$ cat config.mk
export PLATFORM = sky130hd
export DESIGN_NAME = fft_sample_fetch
export DESIGN_NICKNAME = d
export VERILOG_FILES = /design/src/rtl/fft_pkg.sv /design/src/rtl/fft_fetch_fifo.sv /design/src/rtl/fft_sample_fetch.sv
export SDC_FILE = /design/constraint.sdc
export NUM_CORES = 1
export LEC_CHECK = 0
export ABC_AREA = 1
export BUFFER_PORTS_ARGS = -buffer_cell sky130_fd_sc_hd__buf_4
export CORE_ASPECT_RATIO = 0.8
export CORE_MARGIN = 4
export CORE_UTILIZATION = 40
export CTS_BUF_LIST = sky130_fd_sc_hd__clkbuf_4 sky130_fd_sc_hd__clkbuf_8
export CTS_CLUSTER_SIZE = 30
export DETAILED_ROUTE_END_ITERATION = 8
export GPL_TIMING_DRIVEN = 0
export HOLD_SLACK_MARGIN = 0.1
export PLACE_DENSITY = 0.61
export REMOVE_ABC_BUFFERS = 1
export SYNTH_ARGS = -nofsm -noshare
export SYNTH_HDL_FRONTEND = slang
export SYNTH_SLANG_ARGS = --single-unit
$ cat constraint.sdc
create_clock -name clk -period 3.7 [get_ports clk]
set_input_delay 0.74 -clock clk [delete_from_list [all_inputs] [get_ports clk]]
set_output_delay 0.74 -clock clk [all_outputs]
set_load 0.05 [all_outputs]
$ cat src/rtl/fft_pkg.sv
//------------------------------------------------------------------------------
// fft_pkg -- shared state encoding, credit margin and default widths | Rev 1.0
//------------------------------------------------------------------------------
`default_nettype none

package fft_pkg;

  typedef enum logic [1:0] {
    IDLE  = 2'd0,
    FETCH = 2'd1,
    DRAIN = 2'd2,
    DONE  = 2'd3
  } fetch_state_e;

  // Covers the two-cycle enable-to-address latency of the calculator.
  localparam int CREDIT_MARGIN = 3;

  localparam int DEF_FIFO_DEPTH = 8;
  localparam int DEF_FRAME_LEN  = 256;
  localparam int DEF_ADDR_W     = 32;
  localparam int DEF_DATA_W     = 32;

endpackage

`default_nettype wire

$ cat src/rtl/fft_fetch_fifo.sv
//------------------------------------------------------------------------------
// fft_fetch_fifo -- synchronous show-ahead FIFO with count/full/empty | Rev 1.0
//------------------------------------------------------------------------------
`default_nettype none

module fft_fetch_fifo
  import fft_pkg::*;
#(
  parameter int DEPTH  = DEF_FIFO_DEPTH,
  parameter int DATA_W = DEF_DATA_W
) (
  input  logic                       clk,
  input  logic                       reset,
  input  logic                       push,
  input  logic [DATA_W-1:0]          push_data,
  input  logic                       pop,
  output logic [DATA_W-1:0]          head,
  output logic [$clog2(DEPTH+1)-1:0] count,
  output logic                       full,
  output logic                       empty
);

  localparam int CNT_W = $clog2(DEPTH + 1);
  localparam int PTR_W = $clog2(DEPTH);

  logic [DATA_W-1:0] mem_q [DEPTH];
  logic [DATA_W-1:0] mem_d [DEPTH];
  logic [PTR_W-1:0]  wr_ptr_q, wr_ptr_d;
  logic [PTR_W-1:0]  rd_ptr_q, rd_ptr_d;
  logic [CNT_W-1:0]  count_q, count_d;
  logic              do_push, do_pop;

  // A full FIFO still takes a push when the same cycle pops.
  always_comb begin
    do_pop   = pop && (count_q != '0);
    do_push  = push && ((count_q != CNT_W'(DEPTH)) || do_pop);
    mem_d    = mem_q;
    if (do_push) begin
      mem_d[wr_ptr_q] = push_data;
    end
    wr_ptr_d = wr_ptr_q + PTR_W'(do_push);
    rd_ptr_d = rd_ptr_q + PTR_W'(do_pop);
    count_d  = count_q + CNT_W'(do_push) - CNT_W'(do_pop);
  end

  always_ff @(posedge clk) begin
    mem_q <= mem_d;
    if (reset) begin
      wr_ptr_q <= '0;
      rd_ptr_q <= '0;
      count_q  <= '0;
    end else begin
      wr_ptr_q <= wr_ptr_d;
      rd_ptr_q <= rd_ptr_d;
      count_q  <= count_d;
    end
  end

  assign head  = mem_q[rd_ptr_q];
  assign count = count_q;
  assign full  = (count_q == CNT_W'(DEPTH));
  assign empty = (count_q == '0);

`ifndef SYNTHESIS
  always_ff @(posedge clk) begin
    if (!reset) begin
      assert (!(push && !do_push));
    end
  end
`endif

endmodule

`default_nettype wire

$ cat src/rtl/fft_sample_fetch.sv
//------------------------------------------------------------------------------
// fft_sample_fetch -- reads calculator addresses into a credit FIFO, streams
// framed samples to the FFT. Define FFT_ZERO_PAD_EN to zero-pad the last frame.
// Rev 1.0
//------------------------------------------------------------------------------
`default_nettype none

module fft_sample_fetch
  import fft_pkg::*;
#(
  parameter int FIFO_DEPTH = DEF_FIFO_DEPTH,
  parameter int FRAME_LEN  = DEF_FRAME_LEN,
  parameter int ADDR_W     = DEF_ADDR_W,
  parameter int DATA_W     = DEF_DATA_W
) (
  input  logic              clk,
  input  logic              reset,
  input  logic              start,
  output logic              calc_en,
  input  logic [ADDR_W-1:0] addr_in,
  input  logic              addr_valid,
  input  logic              addr_done,
  output logic              mem_rd_en,
  output logic [ADDR_W-1:0] mem_addr,
  input  logic [DATA_W-1:0] mem_rd_data,
  input  logic              mem_rd_valid,
  output logic [DATA_W-1:0] sample_data,
  output logic              sample_valid,
  input  logic              sample_ready,
  output logic              sample_last,
  output logic              file_done
);

  localparam int CNT_W = $clog2(FIFO_DEPTH + 1);
  localparam int FRM_W = (FRAME_LEN > 1) ? $clog2(FRAME_LEN) : 1;
  localparam logic [FRM_W-1:0] FRM_LAST = FRM_W'(FRAME_LEN - 1);
  localparam logic [CNT_W:0]   OCC_MAX  = (CNT_W + 1)'(FIFO_DEPTH - CREDIT_MARGIN);

  fetch_state_e      state_q, state_d;
  logic [CNT_W-1:0]  outstanding_q, outstanding_d;
  logic [FRM_W-1:0]  frame_cnt_q, frame_cnt_d;
  logic              mem_rd_en_q, mem_rd_en_d;
  logic [ADDR_W-1:0] mem_addr_q, mem_addr_d;

  logic              addr_accept, rd_accept;
  logic              pad_active, file_end, drained, take, fifo_pop;
  logic [CNT_W:0]    occupancy;
  logic [CNT_W-1:0]  fifo_count;
  logic [DATA_W-1:0] fifo_head;
  logic              fifo_full, fifo_empty;

  fft_fetch_fifo #(
    .DEPTH  (FIFO_DEPTH),
    .DATA_W (DATA_W)
  ) u_fifo (
    .clk       (clk),
    .reset     (reset),
    .push      (rd_accept),
    .push_data (mem_rd_data),
    .pop       (fifo_pop),
    .head      (fifo_head),
    .count     (fifo_count),
    .full      (fifo_full),
    .empty     (fifo_empty)
  );

  always_comb begin
    addr_accept = addr_valid && (state_q == FETCH);
    // Returns with nothing outstanding are stale (e.g. issued before a reset).
    rd_accept   = mem_rd_valid && (outstanding_q != '0);
    occupancy   = {1'b0, fifo_count} + {1'b0, outstanding_q};
`ifdef FFT_ZERO_PAD_EN
    pad_active  = (state_q == DRAIN) && (outstanding_q == '0) && fifo_empty &&
                  (frame_cnt_q != '0);
    file_end    = 1'b0;
`else
    pad_active  = 1'b0;
    file_end    = (state_q == DRAIN) && (outstanding_q == '0) &&
                  (fifo_count == CNT_W'(1));
`endif
    drained     = (outstanding_q == '0) && fifo_empty && !pad_active;
    take        = (!fifo_empty || pad_active) && sample_ready;
    fifo_pop    = take && !fifo_empty;

    outstanding_d = outstanding_q + CNT_W'(addr_accept) - CNT_W'(rd_accept);

    frame_cnt_d = frame_cnt_q;
    if ((state_q == IDLE) && start) begin
      frame_cnt_d = '0;
    end else if (take) begin
      frame_cnt_d = frame_cnt_q + FRM_W'(1);
    end

    mem_rd_en_d = addr_accept;
    mem_addr_d  = addr_accept ? addr_in : mem_addr_q;
  end

  // FSM: state register
  always_ff @(posedge clk) begin
    if (reset) begin
      state_q <= IDLE;
    end else begin
      state_q <= state_d;
    end
  end

  // FSM: next state
  always_comb begin
    state_d = state_q;
    case (state_q)
      IDLE:    if (start)     state_d = FETCH;
      FETCH:   if (addr_done) state_d = DRAIN;
      DRAIN:   if (drained)   state_d = DONE;
      DONE:                   state_d = IDLE;
      default:                state_d = IDLE;
    endcase
  end

  // FSM and stream outputs
  always_comb begin
    calc_en      = (state_q == FETCH) && (occupancy <= OCC_MAX);
    file_done    = (state_q == DONE);
    sample_valid = !fifo_empty || pad_active;
    sample_data  = pad_active ? '0 : fifo_head;
    sample_last  = sample_valid && ((frame_cnt_q == FRM_LAST) || file_end);
  end

  always_ff @(posedge clk) begin
    if (reset) begin
      outstanding_q <= '0;
      frame_cnt_q   <= '0;
      mem_rd_en_q   <= 1'b0;
      mem_addr_q    <= '0;
    end else begin
      outstanding_q <= outstanding_d;
      frame_cnt_q   <= frame_cnt_d;
      mem_rd_en_q   <= mem_rd_en_d;
      mem_addr_q    <= mem_addr_d;
    end
  end

  assign mem_rd_en = mem_rd_en_q;
  assign mem_addr  = mem_addr_q;

`ifndef SYNTHESIS
  always_ff @(posedge clk) begin
    if (!reset) begin
      assert (!(mem_rd_valid && (outstanding_q == '0) && (state_q != IDLE)));
      assert (!(rd_accept && fifo_full && !fifo_pop));
    end
  end
`endif

endmodule

`default_nettype wire

==> results of run 1 <==
[layer usage]
metal	GRT usage (%)	routed length (microns)	vias to the layer above
met2	26.0	13000	258
met4	4.40	552	0
met1	22.4	12600	3907
li1	-	-	4134
met5	0	0	-
met3	5.13	2510	53
[cells in the final DEF, fill, tap and decap left out, types with 3 or more instances in the layout]
master	synthesis	routed
sky130_fd_sc_hd__buf_16	0	8
sky130_fd_sc_hd__nor2_1	237	229
sky130_fd_sc_hd__inv_1	49	48
sky130_fd_sc_hd__edfxtp_1	256	256
sky130_fd_sc_hd__ha_1	25	25
sky130_fd_sc_hd__buf_4	5	139
sky130_fd_sc_hd__nor2_4	0	8
sky130_fd_sc_hd__nand3_1	20	20
sky130_fd_sc_hd__o21ai_0	108	108
sky130_fd_sc_hd__clkinv_1	1	9
sky130_fd_sc_hd__clkbuf_4	0	17
sky130_fd_sc_hd__clkbuf_8	0	54
sky130_fd_sc_hd__o21ai_1	59	59
sky130_fd_sc_hd__dfxtp_1	57	54
sky130_fd_sc_hd__clkinv_2	0	7
sky130_fd_sc_hd__fa_1	3	3
sky130_fd_sc_hd__o22ai_1	64	64
sky130_fd_sc_hd__nand2_1	133	133
sky130_fd_sc_hd__buf_12	0	5
sky130_fd_sc_hd__xnor2_1	3	3
sky130_fd_sc_hd__a21oi_1	12	12
[Yosys cell counts, types with 2 or more instances]
cell	instances	share of area [%]
sky130_fd_sc_hd__nand4_1	2	0.099
sky130_fd_sc_hd__nor2_1	237	7.1
sky130_fd_sc_hd__buf_6	14	1.3
sky130_fd_sc_hd__inv_1	49	1.5
sky130_fd_sc_hd__edfxtp_1	256	61
sky130_fd_sc_hd__dfxtp_1	57	9.1
sky130_fd_sc_hd__buf_1	3	0.089
sky130_fd_sc_hd__xnor2_1	3	0.21
sky130_fd_sc_hd__clkbuf_2	3	0.12
sky130_fd_sc_hd__a21oi_1	12	0.48
sky130_fd_sc_hd__ha_1	25	2.5
sky130_fd_sc_hd__o21ai_1	59	2.3
sky130_fd_sc_hd__buf_4	5	0.30
sky130_fd_sc_hd__buf_2	5	0.20
sky130_fd_sc_hd__nand3_1	20	0.79
sky130_fd_sc_hd__o22ai_1	64	3.2
sky130_fd_sc_hd__fa_1	3	0.48
sky130_fd_sc_hd__o21ai_0	108	4.3
sky130_fd_sc_hd__clkbuf_1	29	0.86
sky130_fd_sc_hd__nand2_1	133	4.0
[registers in the layout, indices dropped and copies added (netlist names)]
name             count
frame_cnt_q          8
mem_addr            32
mem_rd_en            1
outstanding_q        4
state_q              2
u_fifo.count         4
u_fifo.mem_q       256
u_fifo.rd_ptr_q      3
u_fifo.wr_ptr_q      3
[layout make-up]
class                           instances  share of cell area, %
Clock inverter                         19                  0.799
Clock buffer                           71                   5.73
Multi-Input combinational cell        670                   21.6
Sequential cell                       313                   58.2
Tap cell                              413                   3.40
Inverter                               51                   1.28
Timing Repair Buffer                  152                   8.98
[logic make-up (layout without fill, tap and decap cells)]
kind of cell	after synthesis	after routing	synth area share, %
compound gates	244	244	10.4
xor+xnor	4	4	0.278
fa+ha+maj	28	28	2.96
buf+inv	110	293	4.34
flops	313	313	70.0
simple gates	394	394	12.0
[power by group through the flow]
| stage | Sequential (mW) | Clock, mW | Combinational (mW) |
|---|---|---|---|
| final | 4.45 | 2.92 | 4.09 |
| after global routing | 4.49 | 3.19 | 4.52 |
| after CTS | 4.45 | 3.03 | 4.14 |
| after detailed placement | 4.52 | 0 | 4.13 |
| after global placement | 4.66 | 0 | 3.86 |
| after floorplan | 4.80 | 0 | 2.46 |
[critical path, stage by stage (launching register included)]
cell	delay [ns]
sky130_fd_sc_hd__dfxtp_4	0.50
sky130_fd_sc_hd__inv_4	0.51
sky130_fd_sc_hd__buf_16	0.36
sky130_fd_sc_hd__nor2_1	0.08
sky130_fd_sc_hd__o22ai_1	0.17
sky130_fd_sc_hd__nand2_1	0.06
sky130_fd_sc_hd__nand2_1	0.14
sky130_fd_sc_hd__buf_4	0.21
[through the flow]
stage	worst slack, ns	util [%]
finish	0.270	49.4
global route	0.0205	49.4
CTS	0.205	49.4
detailed placement	0.712	46.2
global placement	-4.45	44.9
floorplan	-1.40	-
[path summary, 6_finish.rpt]
kind | start | to
max | u_fifo.rd_ptr_q[0] | sample_data[2]
min | mem_rd_data[3] | u_fifo.mem_q[67]
max reg2reg | state_q[1] | outstanding_q[2]
min reg2reg | frame_cnt_q[4] | frame_cnt_q[4]
==> run summary, run 1 <==
The clock passes through at most 3 buffers. The number of iterations in the first detailed-routing pass was 7; the final design instance area without fill was 15200 sq um. Setup repair after global routing left no endpoint under its margin. The routed length per instance works out to 17.0 microns. STA classifies the critical path endpoint as an output port. The CTS clock-pin slew for the worst setup and hold paths is 0.06 ns, and the internal power is 7.05 mW. For this run, the top clock speed supported by timing is 292 MHz. The logs give 0.744 for the last weighted congestion value of the routability-driven placer and 0 for the number of diodes added for antenna fixing. The min-delay analysis places its worst path in the category in2reg. Across the run, the number of max-cap violations was 0.

The routed layout has 8352 vias. The instance area after placement is 14200 sq um, and the via count of the first global-routing pass is 8149. The relative area change from synthesis to final layout is 20.5%.

For the pin with the worst max-slew slack, the measured transition is 1.03 ns. In this run the number of H-tree levels came out at 2. 140 I/O pins were placed.

For the max-slew violation count, the log shows 0. The most used flip-flop cell after synthesis was sky130_fd_sc_hd__edfxtp_1. STA classifies the critical path startpoint as a flip-flop. Number of cells on the worst hold path: 1.

Total area of multi-input combinational cells: 3290 sq um. The critical path in this run is classified as reg2out. The share of total power consumed by net switching is 38.5%, and the cell total after placement is 1599. In this run the horizontal extent of the chip is 206 microns.

The hold-fix buffer count after cts is 0, and the DRC violation count after routing is 0. The run gives 0 as the number of hold violations in the final report. The run gives 0 as the number of warnings issued by yosys. The detail route stage leaves a number of antenna-violating nets equal to 0. The floorplan step defined a die boundary enclosing 34400 sq um.

The logs give 31.2% for the worst max-slew margin expressed relative to the limit and 2773 for the number of filler instances in the final layout. The setup check on the worst reg-to-reg path leaves a slack of 0.94 ns. Summing the sequential cell areas from Yosys gives 70.0% of the chip area.

The count of distinct cell types in the synthesized netlist was 26. Entering global routing, the biggest net connects 85 pins. For this configuration, the core starts out at a cell density of 41.0%.

Registers are responsible for 38.8% of the overall power. The post-synthesis instance area was 12600 sq um; the peak supply drop was 0.328 mV. The logs give 0 ns for the final sum of negative setup slack and 35.7% for the relative contribution of combinational cells to total power.

After clock tree synthesis, the repair step resized 0 gates. After the first detailed-routing iteration, the DRC count stood at 492. TritonCTS built the clock tree. The clock latency on the worst-skew pair is 0.58 ns.

After detailed routing, the total wire length is 28600 microns. Summed over all cells, the static leakage comes to 5.67 nW. Power comes to 11.5 mW.

The floorplan die height was 167 microns; the worst setup skew after layout was 0.0311 ns. The initial antenna violation count is 0. For the core outline area, the log shows 30700 sq um. Yosys mapped a number of flops with a built-in enable equal to 256. The largest fanout on the critical path is 79. The sequential cells in the finished layout cover a total of 8830 sq um. The logs give 0 for the total setup violations reported at the end of the flow and 44800 microns for the global-route wire length before repair. Port buffering added 139 buffers. The synthesized design contains 313 register bits.

The buffer cell driving the clock tree root is sky130_fd_sc_hd__clkbuf_8. Post-synthesis async set-or-reset flop share: 0%. The power per standard cell area was 754 nW/um^2; the worst reg2reg path depth was 10. Synthesis produced a netlist whose cell count is 1093. For the worst setup path, the data required time is 2.96 ns.

Final critical path time including I/O delays and setup: 3.43 ns. The post-route netlist has 19.5% of its cells at a drive strength greater than 1. The switching power is 4.42 mW. The run finished with clean final reports. The total clock buffers created by CTS was 50. For this design, the sink count on the clock tree is 313.

Global routing finished with a remaining overflow of 0. Post-CTS timing repair inserted 0 buffers for setup. The overall global routing resource usage was 16.5%; the final hold slack was 0.381 ns. The clock network fraction of design power was 25.5%. At the worst endpoint, the arrival time is 2.69 ns. The number of vias per cell was 4.94. The average instance in the mapped netlist occupies 11.5 sq um. After floorplanning, the core was divided into 57 placement rows.

The run gives 1337 as the count of nets after finishing. The half-perimeter wire length of the detailed placement result was 16600 microns; the final worst-path cycle share was 92.7%. The finished layout holds 1689 standard cells, fillers aside.
No activity file was read; power rests on OpenSTA's default activity.
==> inputs of run 2 (changes only) <==
- CORE_UTILIZATION: 40 -> 61
- PLACE_DENSITY: 0.61 -> 0.86
==> run summary, run 2 (synthesis gave the netlist of run 1 again) <==
The CTS clock-pin slew for the worst setup and hold paths is 0.07 ns (was 0.06 ns), and the global-route wire length before repair is 43700 microns (was 44800 microns). The max-slew violation count is 0 (unchanged), and the worst setup skew after layout is 0.0145 ns (was 0.0311 ns). Largest stage delay on the critical path: 0.45 ns (was 0.51 ns).

The tools report the number of diodes added for antenna fixing as 0 (unchanged). The logs give 0.223 ns (was 0.270 ns) for the final worst slack and 73.8% (was 49.4%) for the final design utilization. The overall die width came out at 169 microns (was 206 microns). The worst-margin pin slew came out at 0.977 ns (was 1.03 ns). The logs give 1206 (was 2773) for the number of filler instances in the final layout and 0.408 ns (was 0.381 ns) for the final hold slack. The largest register by flop count was u_fifo.mem_q (unchanged).

The nature of the critical path startpoint is a flip-flop (unchanged). The number of flip-flops under the largest register name came out at 256 (unchanged). The internal power is 6.86 mW (was 7.05 mW). For the proportion of power drawn by flip-flops and latches, the log shows 39.4% (was 38.8%).

Commonest non-fill, non-tap cells in the layout: sky130_fd_sc_hd__edfxtp_1, sky130_fd_sc_hd__nor2_1, sky130_fd_sc_hd__buf_4 (unchanged). The instance area after placement was 13900 sq um (was 14200 sq um). The worst slack at placement is 0.502 ns (was 0.712 ns), and the via count of the first global-routing pass is 8667 (was 8149).

For the cell total after placement, the log shows 1448 (was 1599). The relative contribution of combinational cells to total power is 37.1% (was 35.7%), and the half-perimeter wire length of the detailed placement result is 16000 microns (was 16600 microns). The routed length per instance came out at 18.4 microns (was 17.0 microns).

The maximum buffer depth of the clock tree is 3 (unchanged), and the initial detailed-routing violation count is 917 (was 492). The core outline area was 20100 sq um (was 30700 sq um); the achievable clock frequency was 288 MHz (was 292 MHz). The buffer cell driving the clock tree root was sky130_fd_sc_hd__clkbuf_8 (unchanged). Number of I/O port buffers: 139 (unchanged).

Setup repair after global routing left no endpoint under its margin. The number of vias per cell came out at 5.75 (was 4.94). The clock latency on the worst-skew pair is 0.55 ns (was 0.58 ns), and the share of total power consumed by net switching is 39.1% (was 38.5%). The final cell count without fillers is 1528 (was 1689).

The overall global routing resource usage was 24.2% (was 16.5%). The largest fanout on the critical path is 103 (was 79), and the number of H-tree branching levels is 2 (unchanged). The count of nets after finishing came out at 1331 (was 1337).

The logs give 104 (was 85) for the largest net degree at the start of global routing and 2.74 ns (was 2.69 ns) for the arrival time of data at the critical path endpoint. Number of top-level design ports: 140 (unchanged). TritonCTS built the clock tree. The logs give 5 (was 7) for the number of iterations in the first detailed-routing pass and 14800 sq um (was 15200 sq um) for the final design instance area without fill. The run gives 4.40 mW (was 4.42 mW) as the switching power.

The tools report the area of the die as 23000 sq um (was 34400 sq um). The last weighted congestion value of the routability-driven placer came out at 0.789 (was 0.744). The static leakage came out at 5.58 nW (was 5.67 nW). The run gives 313 (unchanged) as the TritonCTS sink count. Worst setup path category: reg2out (unchanged). The total overflow reported by the global router was 0 (unchanged); the required time at the worst-slack endpoint was 2.96 ns (about the same).

The tools report the antenna violation net count after detailed routing as 0 (unchanged). Final critical path time including I/O delays and setup: 3.48 ns (was 3.43 ns). The total via count in the routed design is 8790 (was 8352). The relative area change from synthesis to final layout came out at 17.6% (was 20.5%). The final worst-path cycle share came out at 94.0% (was 92.7%). The critical path's slowest cell is sky130_fd_sc_hd__dfxtp_4 (was sky130_fd_sc_hd__inv_4). The starting density of the core is 62.7% (was 41.0%), and the proportion of layout cells with a drive suffix above 1 is 18.9% (was 19.5%). The most frequent standard cell in the layout excluding fill and tap cells was sky130_fd_sc_hd__edfxtp_1 (unchanged). The run gives 46 (was 57) as the number of core rows. The flow ran to the end, and the final reports show no timing, DRC or antenna violations. The power per standard cell area works out to 759 nW/um^2 (was 754 nW/um^2). The number of hold violations in the final report is 0 (unchanged), and the wire length reported by the detailed router is 28200 microns (was 28600 microns). The kind of end point of the critical path was an output port (unchanged).

Crit path cell chain: buf_16, inv_6, buf_16, nor2_1, o22ai_1, nand2_1, nand2_1, buf_4 (was inv_4, buf_16, nor2_1, o22ai_1, nand2_1, nand2_1, buf_4). The run gives 34.8% (was 31.2%) as the worst max-slew margin expressed relative to the limit. The tools report the initial antenna violation count as 0 (unchanged).

Peak supply drop: 0.522 mV (was 0.328 mV). The count of max-cap constraint violations was 0 (unchanged). The clock network fraction of design power was 23.5% (was 25.5%). Floorplan die height: 137 microns (was 167 microns).

The total setup violations reported at the end of the flow is 0 (unchanged). The run gives 0 (unchanged) as the DRC violation count after routing. The class of the tightest hold or removal check was in2reg (unchanged).

Total clock buffers created by CTS: 45 (was 50).
-- run 2: cell count changes in the layout (fill, tap and decap cells not counted), sizes merged --
cell	previous run	this run
buf	152	150
clkinv	16	12
inv	52	51
clkbuf	71	64
clkinvlp	1	3
-- run 2: path summary, 6_finish.rpt --
path / start / end / slack [ns] / depth (start not counted)
setup / recovery: u_fifo.rd_ptr_q[0] / sample_data[25] / 0.22 / 8
hold / removal: mem_rd_data[28] / u_fifo.mem_q[156] / 0.41 / 1
setup reg to reg: u_fifo.count[2] / u_fifo.count[2] / 0.92 / 11
hold reg to reg: mem_addr[26] / mem_addr[26] / 0.49 / 2
-- run 2: power by group through the flow --
stage / Clock [mW] / Sequential (mW) / Combinational, mW
floorplan: 0 / 4.80 / 2.46
global placement: 0 / 4.64 / 3.75
detailed placement: 0 / 4.50 / 4.13
CTS: 2.69 / 4.43 / 4.16
global route: 2.86 / 4.47 / 4.51
finish: 2.64 / 4.44 / 4.17
-- run 2: cell type report --
cell class / instances / area [sq um] / share of cell area [%]
repair buffers: 150 / 1290 / 8.73
well taps: 264 / 330 / 2.23
inverters: 51 / 205 / 1.38
clock buffers: 64 / 762 / 5.14
multi-input cells: 670 / 3290 / 22.2
repair inverters: 1 / 7.51 / 0.0506
flip-flops and latches: 313 / 8840 / 59.6
clock inverters: 15 / 101 / 0.684
-- run 2: what timing repair did --
action	in CTS	in global routing
endpoints found under the setup margin	32	30
buffers inserted	0	0
gates cloned	1	0
resized for setup	3	2
hold buffers	0	0
-- run 2: worst max-delay path: cells and delay by family, from the launching register on --
family	cells	cell delay, ns
and+or+nand+nor	3	0.31
AOI/OAI and AO/OA	1	0.18
DFF	1	0.45
buffers and inverters	4	1.18
-- run 2: stage by stage --
step,TNS [ns],total power [mW]
6_report,0,11.3
3_5_place_dp,0,8.63
2_1_floorplan,-43.59,7.26
3_3_place_gp,-247.23,8.39
5_1_grt,0,11.8
4_1_cts,0,11.3
-- run 2: metal layers --
metal  vias to the layer above  global-route usage, %  share of wire, %
li1                       4110                      -                 -
met2                       475                   39.8                48
met3                        68                   6.21                11
met5                         -                      0                 0
met4                         0                   10.1               2.8
met1                      4137                   31.0                38
==> inputs of run 3 (changes only) <==
- CORE_UTILIZATION: 61 -> 35
- PLACE_DENSITY: 0.86 -> 0.55
==> run summary, run 3 (synthesis gave the netlist of run 1 again) <==
The routed length per instance came out at 17.3 microns (was 18.4 microns). The proportion of layout cells with a drive suffix above 1 was 20.0% (was 18.9%). The flow ran to the end, and the final reports show no timing, DRC or antenna violations. The logs give 85 (was 104) for the largest net degree at the start of global routing and 3290 sq um (unchanged) for the total area of multi-input combinational cells. Endpoint of the worst hold path: u_fifo.mem_q[88] (was u_fifo.mem_q[156]).

The CTS clock-pin slew for the worst setup and hold paths is 0.06 ns (was 0.07 ns). The overall global routing resource usage is 15.4% (was 24.2%), and the total clock buffers created by CTS is 51 (was 45). The final worst-path cycle share is 93.6% (was 94.0%), and the relative area change from synthesis to final layout is 21.3% (was 17.6%). The worst-margin pin slew was 1.08 ns (was 0.977 ns); the detailed-routed wire length on met3 was 2200 microns (was 3060 microns).

The tools report the source of the critical timing path as u_fifo.rd_ptr_q[0] (unchanged). Global-route wire length before repair: 46800 microns (was 43700 microns). The number of cells on the worst hold path is 1 (unchanged), and the maximum buffer depth of the clock tree is 3 (unchanged).

The logs give 0.497 mV (was 0.522 mV) for the peak supply drop and 1658 (was 1448) for the cell total after placement. The logs give 0 (unchanged) for the total setup violations reported at the end of the flow and 35100 sq um (was 20100 sq um) for the core outline area. The tools report the wire length reported by the detailed router as 30200 microns (was 28200 microns). The total via count in the routed design was 8389 (was 8790). TritonCTS built the clock tree. The final cell count without fillers is 1748 (was 1528). Count of nets after finishing: 1339 (was 1331). Largest stage delay on the critical path: 0.48 ns (was 0.45 ns).

For the initial antenna violation count, the log shows 0 (unchanged). The endpoint of the worst-slack reg-to-reg timing path is outstanding_q[2] (was u_fifo.count[2]). Antenna violation net count after detailed routing: 0 (unchanged). Commonest non-fill, non-tap cells in the layout: sky130_fd_sc_hd__edfxtp_1, sky130_fd_sc_hd__nor2_1, sky130_fd_sc_hd__buf_4 (unchanged). The via count of the first global-routing pass was 8400 (was 8667).

The tools report the buffer cell driving the clock tree root as sky130_fd_sc_hd__clkbuf_8 (unchanged). The run gives 3354 (was 1206) as the number of filler instances in the final layout. The area of the die is 39100 sq um (was 23000 sq um), and the wire length on met2 is 14000 microns (was 13600 microns).

Family with the most delay on the worst path: buffers and inverters (unchanged). Arrival time of data at the critical path endpoint: 2.72 ns (was 2.74 ns). The hold-fix buffer count after cts is 0 (unchanged), and the number of H-tree branching levels is 2 (unchanged).

The run gives 0.0247 ns (was 0.0145 ns) as the worst setup skew after layout. The most frequent standard cell in the layout excluding fill and tap cells was sky130_fd_sc_hd__edfxtp_1 (unchanged). The achievable clock frequency is 289 MHz (was 288 MHz), and the instance area after placement is 14300 sq um (was 13900 sq um). The tools report the final design instance area without fill as 15300 sq um (was 14800 sq um). The floorplan die height is 178 microns (was 137 microns). The TritonCTS sink count came out at 313 (unchanged). The class of the tightest hold or removal check was in2reg (unchanged).

The number of hold violations in the final report came out at 0 (unchanged). The run gives 0 (unchanged) as the count of max-cap constraint violations. The max-slew violation count is 0 (unchanged), and the total overflow reported by the global router is 0 (unchanged).

The tools report the clock latency on the worst-skew pair as 0.59 ns (was 0.55 ns). Initial detailed-routing violation count: 490 (was 917). Crit path cell chain: buf_16, inv_8, buf_16, nor2_1, o22ai_1, nand2_1, nand2_1, buf_4 (was buf_16, inv_6, buf_16, nor2_1, o22ai_1, nand2_1, nand2_1, buf_4). The worst reg2reg path depth was 10 (was 11). The nature of the critical path startpoint was a flip-flop (unchanged). The total power after layout is 11.6 mW (was 11.3 mW), and the number of I/O port buffers is 139 (unchanged).

Wire length on met1: 13500 microns (was 10800 microns). The largest fanout on the critical path works out to 84 (was 103). The tools report the number of diodes added for antenna fixing as 0 (unchanged). The critical path's slowest cell was sky130_fd_sc_hd__dfxtp_4 (unchanged). The run gives 2.96 ns (about the same) as the required time at the worst-slack endpoint. The beginning of the worst register-to-register path is state_q[1] (was u_fifo.count[2]). The tools report the kind of end point of the critical path as an output port (unchanged).

For the static leakage, the log shows 5.69 nW (was 5.58 nW). The number of top-level design ports was 140 (unchanged). The logs give 0.708 (was 0.789) for the last weighted congestion value of the routability-driven placer and 5 (unchanged) for the number of iterations in the first detailed-routing pass. Number of vias per cell: 4.80 (was 5.75). The buffer and inverter count on the worst path was 4 (unchanged). The register area was 8840 sq um (unchanged); the power per standard cell area was 756 nW/um^2 (was 759 nW/um^2). The number of flip-flops under the largest register name is 256 (unchanged). The highest signal layer in the routed design was met4 (unchanged). The worst setup path category was reg2out (unchanged). The number of core rows came out at 61 (was 46).

The tools report the minimum setup slack among reg-to-reg paths as 0.87 ns (was 0.92 ns). The final critical path time including I/O delays and setup works out to 3.46 ns (was 3.48 ns). The half-perimeter wire length of the detailed placement result is 17300 microns (was 16000 microns), and the overall die width is 220 microns (was 169 microns). The DRC violation count after routing was 0 (unchanged).

Setup repair after global routing left no endpoint under its margin. The tools report the starting density of the core as 35.9% (was 62.7%). The origin of the worst min-delay path was mem_rd_data[24] (was mem_rd_data[28]). Worst max-slew margin expressed relative to the limit: 27.6% (was 34.8%).

The largest register by flop count is u_fifo.mem_q (unchanged).
run 3: through the flow:
stage | setup TNS (ns) | setup WS, ns | hold WS (ns) | util, %
4_1_cts | 0 | 0.110 | 0.344 | 43.5
3_5_place_dp | 0 | 0.523 | 0.456 | 40.6
6_report | 0 | 0.237 | 0.382 | 43.6
2_1_floorplan | -43.59 | -1.40 | 0.435 | -
5_1_grt | 0 | 0.0569 | 0.343 | 43.6
3_3_place_gp | -367.37 | -4.72 | 0.456 | 39.5
run 3: metal layers:
metal / GRT usage [%] / up-vias
li1: - / 4130
met1: 20.2 / 3997
met4: 3.92 / 0
met5: 0 / -
met2: 25.1 / 219
met3: 4.72 / 43
run 3: worst max-delay path by stage:
stage	depth (start not counted)	to	slack [ns]
final	8	sample_data[15]	0.24
after global routing	8	sample_data[15]	0.06
after CTS	8	sample_data[15]	0.11
after detailed placement	8	sample_data[15]	0.52
after global placement	6	sample_data[5]	-4.72
after floorplan	5	sample_data[0]	-1.40
run 3: where the power goes:
part	switching (mW)	internal [mW]
Combinational	2.88	1.27
Sequential	0.245	4.21
Clock	1.34	1.62
run 3: worst register-to-register path: cells and delay by family (launching register included):
kind          cells  cell delay [ns]
fa+ha+maj         4             1.11
buf+inv           3             0.22
flops             1             0.39
simple gates      2             0.84
xor+xnor          1             0.16
run 3: area by class of cell:
cell class | count | share of cell area [%]
sequential | 313 | 57.8
multi-input combinational | 670 | 21.5
timing repair buffer | 153 | 9.00
clock buffer | 80 | 6.22
tap | 472 | 3.86
inverter | 51 | 1.31
clock inverter | 9 | 0.319
run 3: repair_timing:
| item | in CTS | in global routing |
|---|---|---|
| gates resized for setup | 2 | 1 |
| setup endpoints to repair | 22 | 5 |
| hold endpoints to repair | 0 | 0 |
| setup buffers | 1 | 0 |
